`src/rtl/bp_fe_tournament_bht.sv`:
```
// ---------------------------------------------------------------------------
// bp_fe_tournament_bht
//
// Tournament branch direction predictor for the fetch front end. It has three
// parts:
//   - a per-PC local-history predictor (lhist flop table feeding a local PHT),
//   - a gshare global predictor (global history XOR PC indexing a global PHT),
//   - a per-PC chooser that picks which of the two predictions to use.
// A read is issued in IF0 and its prediction is returned in IF1. Updates come
// back with the metadata captured at prediction time, so an update never has
// to read the counter arrays. It only needs the current lhist entry, which
// lives in flops.
//
// Ports:
//   clk_i        clock
//   reset_i      synchronous active-high reset
//   init_done_o  tables cleared, traffic accepted
//   r_v_i        read request (IF0)
//   r_addr_i     fetch PC
//   r_ghist_i    speculative global history
//   pred_v_o     pred_o / meta_o valid (IF1)
//   pred_o       predicted taken
//   meta_o       {lhist, chooser_ctr, gctr, lctr} as read
//   w_v_i        update request
//   w_addr_i     branch PC
//   w_ghist_i    global history used at prediction
//   w_taken_i    resolved direction
//   w_meta_i     meta_o captured at prediction
//   w_yumi_o     update consumed this cycle
// ---------------------------------------------------------------------------
module bp_fe_tournament_bht #(
  parameter  int vaddr_width_p = 39,
  parameter  int ghist_width_p = 8,
  parameter  int lhist_width_p = 8,
  parameter  int lhist_els_p   = 64,
  parameter  int chooser_els_p = 256,
  parameter  int ctr_width_p   = 2,
  localparam int meta_width_lp = lhist_width_p + 3*ctr_width_p
) (
  input  logic                     clk_i,
  input  logic                     reset_i,
  output logic                     init_done_o,

  input  logic                     r_v_i,
  input  logic [vaddr_width_p-1:0] r_addr_i,
  input  logic [ghist_width_p-1:0] r_ghist_i,
  output logic                     pred_v_o,
  output logic                     pred_o,
  output logic [meta_width_lp-1:0] meta_o,

  input  logic                     w_v_i,
  input  logic [vaddr_width_p-1:0] w_addr_i,
  input  logic [ghist_width_p-1:0] w_ghist_i,
  input  logic                     w_taken_i,
  input  logic [meta_width_lp-1:0] w_meta_i,
  output logic                     w_yumi_o
);

  localparam int lhe_w_lp     = (lhist_els_p   > 1) ? $clog2(lhist_els_p)   : 1;
  localparam int ch_w_lp      = (chooser_els_p > 1) ? $clog2(chooser_els_p) : 1;
  localparam int lpht_els_lp  = 1 << lhist_width_p;
  localparam int gpht_els_lp  = 1 << ghist_width_p;

  // The clear sweep must reach the deepest structure.
  localparam int max_a_lp     = (lhist_els_p > lpht_els_lp)   ? lhist_els_p : lpht_els_lp;
  localparam int max_b_lp     = (gpht_els_lp > chooser_els_p) ? gpht_els_lp : chooser_els_p;
  localparam int clear_els_lp = (max_a_lp > max_b_lp) ? max_a_lp : max_b_lp;
  localparam int cnt_w_lp     = (clear_els_lp > 1) ? $clog2(clear_els_lp) : 1;
  localparam logic [cnt_w_lp-1:0] cnt_last_lp = cnt_w_lp'(clear_els_lp - 1);

  // The weak-not-taken / weak-local init value is 0b01..1.
  localparam logic [ctr_width_p-1:0] ctr_max_lp  = '1;
  localparam logic [ctr_width_p-1:0] ctr_init_lp = {1'b0, {(ctr_width_p-1){1'b1}}};

  typedef enum logic [1:0] {
    e_reset,
    e_clear,
    e_run
  } state_e;

  state_e                state_q;
  logic [cnt_w_lp-1:0]   cnt_q;

  // Storage: counter arrays are synchronous 1RW, lhist is a flop table.
  logic [ctr_width_p-1:0]   lpht_q    [lpht_els_lp];
  logic [ctr_width_p-1:0]   gpht_q    [gpht_els_lp];
  logic [ctr_width_p-1:0]   chooser_q [chooser_els_p];
  logic [lhist_width_p-1:0] lhist_q   [lhist_els_p];

  // IF1 output registers, which hold their value between accepted reads.
  logic                     pred_v_q;
  logic [lhist_width_p-1:0] rd_lhist_q;
  logic [ctr_width_p-1:0]   rd_ch_q;
  logic [ctr_width_p-1:0]   rd_gctr_q;
  logic [ctr_width_p-1:0]   rd_lctr_q;

  // Saturating +/-1 step on a counter.
  function automatic logic [ctr_width_p-1:0] sat_step(input logic [ctr_width_p-1:0] c,
                                                      input logic                   up);
    if (up) return (c == ctr_max_lp) ? c : c + 1'b1;
    else    return (c == '0)         ? c : c - 1'b1;
  endfunction

  // Reset_i also gates traffic in the cycle it is raised. Any in-flight
  // update is therefore refused at once, even though the state register
  // only changes on the next edge.
  logic run_active, clear_active, rd_accept;
  assign run_active   = (state_q == e_run)   & ~reset_i;
  assign clear_active = (state_q == e_clear) & ~reset_i;
  assign init_done_o  = run_active;
  assign w_yumi_o     = w_v_i & run_active;
  assign rd_accept    = r_v_i & run_active & ~w_v_i;

  // Read-side index functions
  logic [lhe_w_lp-1:0]      r_lh_idx;
  logic [ch_w_lp-1:0]       r_ch_idx;
  logic [ghist_width_p-1:0] r_g_idx;
  logic [lhist_width_p-1:0] r_l_idx;
  assign r_lh_idx = r_addr_i[2 +: lhe_w_lp];
  assign r_ch_idx = r_addr_i[2 +: ch_w_lp];
  assign r_g_idx  = r_ghist_i ^ r_addr_i[2 +: ghist_width_p];
  assign r_l_idx  = lhist_q[r_lh_idx];

  // Update-side index functions. The local PHT index comes from the
  // metadata, which holds the history that was live when the prediction
  // was made.
  logic [lhe_w_lp-1:0]      w_lh_idx;
  logic [ch_w_lp-1:0]       w_ch_idx;
  logic [ghist_width_p-1:0] w_g_idx;
  logic [lhist_width_p-1:0] w_l_idx;
  logic [ctr_width_p-1:0]   w_lctr, w_gctr, w_ch;
  assign w_lctr   = w_meta_i[0               +: ctr_width_p];
  assign w_gctr   = w_meta_i[ctr_width_p     +: ctr_width_p];
  assign w_ch     = w_meta_i[2*ctr_width_p   +: ctr_width_p];
  assign w_l_idx  = w_meta_i[3*ctr_width_p   +: lhist_width_p];
  assign w_lh_idx = w_addr_i[2 +: lhe_w_lp];
  assign w_ch_idx = w_addr_i[2 +: ch_w_lp];
  assign w_g_idx  = w_ghist_i ^ w_addr_i[2 +: ghist_width_p];

  // New counter values for an update. The chooser only trains when the
  // two component predictions disagree. It moves toward whichever one
  // matched the outcome.
  logic [ctr_width_p-1:0]   lctr_d, gctr_d, ch_d;
  logic [lhist_width_p-1:0] lhist_d;
  logic                     l_dir, g_dir;
  always_comb begin
    l_dir   = w_lctr[ctr_width_p-1];
    g_dir   = w_gctr[ctr_width_p-1];
    lctr_d  = sat_step(w_lctr, w_taken_i);
    gctr_d  = sat_step(w_gctr, w_taken_i);
    ch_d    = w_ch;
    if (l_dir != g_dir) begin
      ch_d = sat_step(w_ch, g_dir == w_taken_i);
    end
    lhist_d = {lhist_q[w_lh_idx][lhist_width_p-2:0], w_taken_i};
  end

  // Init sequencer: one idle cycle after reset, then a sweep of every
  // index, then normal operation.
  always_ff @(posedge clk_i) begin
    if (reset_i) begin
      state_q <= e_reset;
      cnt_q   <= '0;
    end else begin
      case (state_q)
        e_reset: begin
          state_q <= e_clear;
          cnt_q   <= '0;
        end
        e_clear: begin
          if (cnt_q == cnt_last_lp) state_q <= e_run;
          else                      cnt_q   <= cnt_q + 1'b1;
        end
        e_run:   state_q <= e_run;
        default: state_q <= e_reset;
      endcase
    end
  end

  // Table writes come from the clear sweep or from an accepted update.
  // The clear skips indices that lie past the end of a shallower array.
  // An update writes all three counters back, even when they are unchanged.
  always_ff @(posedge clk_i) begin
    if (clear_active) begin
      if ((cnt_q >> lhist_width_p) == '0) lpht_q[cnt_q[lhist_width_p-1:0]]    <= ctr_init_lp;
      if ((cnt_q >> ghist_width_p) == '0) gpht_q[cnt_q[ghist_width_p-1:0]]    <= ctr_init_lp;
      if ((cnt_q >> ch_w_lp)       == '0) chooser_q[cnt_q[ch_w_lp-1:0]]       <= ctr_init_lp;
      if ((cnt_q >> lhe_w_lp)      == '0) lhist_q[cnt_q[lhe_w_lp-1:0]]        <= '0;
    end else if (w_yumi_o) begin
      lpht_q[w_l_idx]     <= lctr_d;
      gpht_q[w_g_idx]     <= gctr_d;
      chooser_q[w_ch_idx] <= ch_d;
      lhist_q[w_lh_idx]   <= lhist_d;
    end
  end

  // IF1 capture. An accepted read registers the raw counters and the lhist
  // used to index the local PHT. A read that is dropped or idle clears only
  // the valid bit, so the payload keeps its last value.
  always_ff @(posedge clk_i) begin
    if (reset_i) begin
      pred_v_q   <= 1'b0;
      rd_lhist_q <= '0;
      rd_ch_q    <= '0;
      rd_gctr_q  <= '0;
      rd_lctr_q  <= '0;
    end else begin
      pred_v_q <= rd_accept;
      if (rd_accept) begin
        rd_lhist_q <= r_l_idx;
        rd_ch_q    <= chooser_q[r_ch_idx];
        rd_gctr_q  <= gpht_q[r_g_idx];
        rd_lctr_q  <= lpht_q[r_l_idx];
      end
    end
  end

  // The chooser MSB selects the global prediction when set, and the local
  // prediction otherwise.
  assign pred_v_o = pred_v_q;
  assign pred_o   = rd_ch_q[ctr_width_p-1] ? rd_gctr_q[ctr_width_p-1]
                                           : rd_lctr_q[ctr_width_p-1];
  assign meta_o   = {rd_lhist_q, rd_ch_q, rd_gctr_q, rd_lctr_q};

  // Address bits above the index fields do not take part in prediction.
  logic unused_addr_bits;
  assign unused_addr_bits = ^{r_addr_i, w_addr_i};

endmodule

```
`config.mk`:
```
export PLATFORM = sky130hd
export DESIGN_NAME = bp_fe_tournament_bht
export DESIGN_NICKNAME = d
export VERILOG_FILES = /design/src/rtl/bp_fe_tournament_bht.sv
export SDC_FILE = /design/constraint.sdc
export NUM_CORES = 2
export LEC_CHECK = 0
export ABC_CLOCK_PERIOD_IN_PS = 23800
export BUFFER_PORTS_ARGS = -buffer_cell sky130_fd_sc_hd__buf_2
export CAP_MARGIN = 10
export CORE_ASPECT_RATIO = 0.6
export CORE_MARGIN = 2
export CORE_UTILIZATION = 55
export DETAILED_ROUTE_END_ITERATION = 16
export GPL_TIMING_DRIVEN = 0
export HOLD_SLACK_MARGIN = 0.15
export MAX_ROUTING_LAYER = met4
export PLACE_DENSITY_LB_ADDON = 0.08
export SETUP_SLACK_MARGIN = 0.4
export SLEW_MARGIN = 15
export SYNTH_ARGS = -nofsm -noshare
export SYNTH_HDL_FRONTEND = slang
export SYNTH_SLANG_ARGS = --single-unit
```
`constraint.sdc`:
```
create_clock -name clk_i -period 23.8 [get_ports clk_i]
set_input_delay 3.57 -clock clk_i [delete_from_list [all_inputs] [get_ports clk_i]]
set_output_delay 3.57 -clock clk_i [all_outputs]
set_load 0.01 [all_outputs]
```
==> flow_summary.rst <==
.. list-table::
   :header-rows: 1

   * - Metric
     - Value
   * - Result of the run
     - finished, final reports clean
   * - Register area
     - 62000 sq um
   * - CP Launch Point
     - r_addr_i[5]
   * - Cell depth of the worst min-delay path
     - 2
   * - Number of top-level design ports
     - 131
   * - Die area
     - roughly 160000 sq um
   * - Final Cycle Share
     - 0.397
   * - Slack of the worst reg-to-reg path
     - 17.80 ns
   * - Final count of hold timing violations
     - 0
   * - Synthesized flop and latch total
     - about 2100
   * - Chip Width
     - 522 um
   * - Final worst path period need
     - 9.44 ns
   * - Share of total power in the clock network
     - 0.382
   * - Number of buffers inserted during clock tree synthesis
     - 186
   * - Routed via count divided by cell count
     - around 7
   * - Power Dens Cells
     - 79.2 nW/um^2
   * - Path type of the worst setup path
     - in2reg
   * - Count of pins over their slew limit
     - 0
   * - Post-cts resize count
     - 0
   * - Sequential group share of total power
     - 0.512
   * - Clock skew after layout
     - around 0.029 ns
   * - Worst hold slack across all endpoints
     - 0.462 ns
   * - Largest cells by area after synthesis
     - sky130_fd_sc_hd__edfxtp_1 69%, sky130_fd_sc_hd__mux4_2 16%, sky130_fd_sc_hd__nor2_1 3.8%
   * - Maximum level of the CTS H-tree
     - 4
   * - Hold Path Origin
     - rd_lhist_q[2]
   * - Internal power
     - 5910 uW
   * - Post-synthesis cell area
     - between 80000 and 90000 sq um
   * - End of the worst hold path
     - rd_lhist_q[2]
   * - Final GP Congestion
     - 1.01
   * - Post-synth ARST share
     - 0
   * - Number of global-route vias before repair
     - ~50000
   * - Data arrival time of the critical path
     - a little over 10 ns
   * - Clock tree from TritonCTS
     - done
   * - Number of cells on the worst reg-to-reg path
     - 13
   * - RSZ-0062 raised after global routing
     - no
   * - Hold-fix buffers at CTS
     - 0
   * - Worst min-delay path category
     - reg2reg
   * - Core outline area
     - 160000 sq um
   * - Max capacitance violation total
     - 0
   * - Total number of vias
     - 53307
   * - Post-synthesis instance total
     - 5107
   * - Fraction of synthesized cell area taken by the top area cell type
     - 0.694
   * - Switching portion of total power
     - 0.248
   * - Global-route wire length before repair
     - approximately 390000 um
   * - End-of-flow core utilization
     - 0.618
   * - Half-perimeter wire length after placement
     - 190000 um
   * - Mean post-synth cell area
     - 17.4 sq um
   * - Number of enable flip-flop cells after synthesis
     - between 2000 and 2500
   * - Post-placement setup slack
     - 14.16 ns
   * - Number of routed nets with antenna violations
     - 0
   * - Initial antenna violation count
     - 11
   * - Overall die height
     - 315 um
   * - Worst R2R Start
     - lhist_q[37][2]
   * - Synth Flop Type
     - sky130_fd_sc_hd__edfxtp_1
   * - Average wire per cell in the routed design
     - between 30 and 40 um
   * - Buffers added on ports
     - 59
   * - Clock sink count
     - 2073
   * - Post-CTS setup-driven buffer insertion count
     - 0
   * - Buffers from clock root to sink, at most
     - 3
   * - CP endpoint kind
     - flop
   * - Max transition margin
     - 0.0870
   * - Net total in the final layout
     - 5537
   * - Terminus of the critical flop-to-flop path
     - rd_lctr_q[1]
   * - Pin count of the biggest net entering global routing
     - 65
   * - Leakage power total
     - 0.0330 uW
   * - Total global-route track usage
     - 0.350
   * - Detailed-route wire length
     - 277000 um
   * - Logic gate share of total power
     - 0.106
   * - Number of fillers in the final layout
     - 11632
   * - Ratio of cells with drive above 1 in the final layout
     - 0.221
   * - Leading cell types by count after synthesis
     - 2048 x sky130_fd_sc_hd__edfxtp_1, 897 x sky130_fd_sc_hd__nor2_1, 617 x sky130_fd_sc_hd__mux4_2, 334 x sky130_fd_sc_hd__nand2_1, 244 x sky130_fd_sc_hd__mux2i_1
   * - Layout Cell Area excl Fill
     - 99200 sq um
   * - Area grow syn2layout
     - 11.9%
   * - Drc violations
     - 0
   * - Starting utilization of the core area
     - 0.552
   * - Endpoint required time on the critical path
     - 24.54 ns
   * - Pre-Repair DR Iteration Count
     - 8
   * - Site Rows
     - 114
   * - Cell accounting for the most synthesized area
     - sky130_fd_sc_hd__edfxtp_1
   * - Area used by multi-input combinational logic
     - between 20000 and 30000 sq um
   * - First-iteration detailed-routing DRC count
     - 9657
   * - Achievable clock frequency
     - 106 MHz
   * - Count of different cell masters after synthesis
     - 75
   * - Max rail drop VDD
     - just over 0.00008 V
   * - Highest fanout seen on the critical path
     - 10
   * - Sequential area share after synthesis
     - 0.700
   * - Net Sw Power
     - 1950 uW
   * - Actual transition at the worst max-transition pin
     - 1.36 ns
   * - Worst-skew pair later-pin latency
     - 0.84 ns
   * - Placed Instance Area
     - 93200 sq um
   * - Cell chosen for the clock root
     - sky130_fd_sc_hd__clkbuf_16
   * - Post-Syn Nets
     - 5224
   * - Most common cell in the netlist
     - sky130_fd_sc_hd__edfxtp_1
   * - Critical path launch point type
     - primary input
   * - Worst-path clk slew
     - 0.07 ns
   * - Setup Total Neg Slack
     - 0 ns
   * - Endpoints failing setup
     - 0
   * - Min setup slack post-route
     - 14.36 ns
   * - Yosys warning total
     - 0
   * - Final global-route overflow total
     - 0
## how the worst max path moves through the flow
stage / endpoint / depth (start not counted)
after floorplan: chooser_q[0][0] / 5
after global placement: chooser_q[14][0] / 5
after detailed placement: rd_lctr_q[1] / 15
after CTS: rd_lctr_q[1] / 15
after global routing: rd_lctr_q[1] / 15
final: rd_lctr_q[1] / 15
## final cells by class
cell class,instances,share of cell area
diodes,13,0.000328
plain buffers,334,0.0164
clock buffers,242,0.0503
clock inverters,105,0.00951
inverters,17,0.000643
multi-input cells,2683,0.253
flip-flops and latches,2073,0.625
well taps,2146,0.0271
repair buffers,125,0.0176
## layer usage
metal | vias up | wire length (um) | GRT usage | share of wire
met5 | - | 0 | - | 0
met4 | 0 | 8780 | 0.0953 | 0.032
met3 | 507 | 40600 | 0.106 | 0.15
met2 | 4096 | 113000 | 0.452 | 0.41
met1 | 27804 | 114000 | 0.537 | 0.41
li1 | 20900 | - | - | -
## sequential cells by signal, indices dropped and copies added, names as in the netlist, 8 cells and up
signal,cells
chooser_q,512
gpht_q,512
rd_lhist_q,8
cnt_q,8
lhist_q,512
lpht_q,512
## metrics by stage
step | power (uW) | cells
detailed placement | 4900 | 7376
global placement | 4920 | 7312
finish | 7860 | 7738
global route | 8030 | 7731
CTS | 7840 | 7723
floorplan | 4580 | 5107
## logic make-up (layout without fill, tap and decap cells)
family	count (synthesis)	in the layout	synth area share
other	0	13	0
buffers and inverters	351	823	0.0187
adder cells (fa/ha/maj)	4	4	0.000565
AO/OA/AOI/OAI	270	270	0.0204
AND/OR/NAND/NOR	1486	1486	0.0689
XOR/XNOR	17	17	0.00168
multiplexers	906	906	0.190
flip-flops	2073	2073	0.700
## critical path, stage by stage
cell                       delay (ns)
sky130_fd_sc_hd__buf_2           0.17
sky130_fd_sc_hd__buf_2           0.49
sky130_fd_sc_hd__clkbuf_1        1.04
sky130_fd_sc_hd__nor2b_1         0.62
sky130_fd_sc_hd__a22oi_1         0.19
sky130_fd_sc_hd__a31oi_1         0.47
sky130_fd_sc_hd__o21ai_0         0.32
sky130_fd_sc_hd__nand3_1         0.20
sky130_fd_sc_hd__buf_2           0.34
sky130_fd_sc_hd__nand2b_1        0.70
sky130_fd_sc_hd__a21oi_1         0.11
sky130_fd_sc_hd__nor4_1          1.00
sky130_fd_sc_hd__o311ai_1        0.16
sky130_fd_sc_hd__or4_1           0.56
sky130_fd_sc_hd__o22ai_1         0.20
## power groups by stage
stage | Combinational (uW) | Clock [uW] | Sequential [uW]
floorplan | 451 | 0 | 4130
global placement | 766 | 0 | 4160
detailed placement | 803 | 0 | 4100
CTS | 805 | 3010 | 4020
global route | 850 | 3160 | 4020
finish | 833 | 3010 | 4020
## cells in the final DEF, fill, tap and decap left out, types with 9 or more instances in the layout
| master | instances |
|---|---|
| sky130_fd_sc_hd__buf_16 | 31 |
| sky130_fd_sc_hd__clkinv_1 | 38 |
| sky130_fd_sc_hd__nor2b_1 | 14 |
| sky130_fd_sc_hd__nor2_1 | 889 |
| sky130_fd_sc_hd__nand2_1 | 334 |
| sky130_fd_sc_hd__buf_6 | 21 |
| sky130_fd_sc_hd__xnor2_1 | 11 |
| sky130_fd_sc_hd__mux2i_1 | 244 |
| sky130_fd_sc_hd__a211oi_1 | 13 |
| sky130_fd_sc_hd__dfxtp_1 | 25 |
| sky130_fd_sc_hd__buf_2 | 125 |
| sky130_fd_sc_hd__bufinv_16 | 12 |
| sky130_fd_sc_hd__and2_1 | 14 |
| sky130_fd_sc_hd__buf_4 | 40 |
| sky130_fd_sc_hd__o211ai_1 | 9 |
| sky130_fd_sc_hd__clkinv_2 | 33 |
| sky130_fd_sc_hd__clkbuf_2 | 18 |
| sky130_fd_sc_hd__buf_1 | 12 |
| sky130_fd_sc_hd__o22ai_1 | 19 |
| sky130_fd_sc_hd__nand3_1 | 119 |
| sky130_fd_sc_hd__clkbuf_16 | 188 |
| sky130_fd_sc_hd__clkbuf_1 | 232 |
| sky130_fd_sc_hd__and3_1 | 17 |
| sky130_fd_sc_hd__nand3b_1 | 14 |
| sky130_fd_sc_hd__buf_12 | 26 |
| sky130_fd_sc_hd__diode_2 | 13 |
| sky130_fd_sc_hd__inv_1 | 13 |
| sky130_fd_sc_hd__o21ai_0 | 50 |
| sky130_fd_sc_hd__mux2_2 | 45 |
| sky130_fd_sc_hd__edfxtp_1 | 2048 |
| sky130_fd_sc_hd__a21oi_1 | 53 |
| sky130_fd_sc_hd__nor3_1 | 14 |
| sky130_fd_sc_hd__nand2b_1 | 12 |
| sky130_fd_sc_hd__nand4_1 | 10 |
| sky130_fd_sc_hd__a22oi_1 | 18 |
| sky130_fd_sc_hd__mux4_2 | 617 |
No activity file was read; power rests on OpenSTA's default activity.
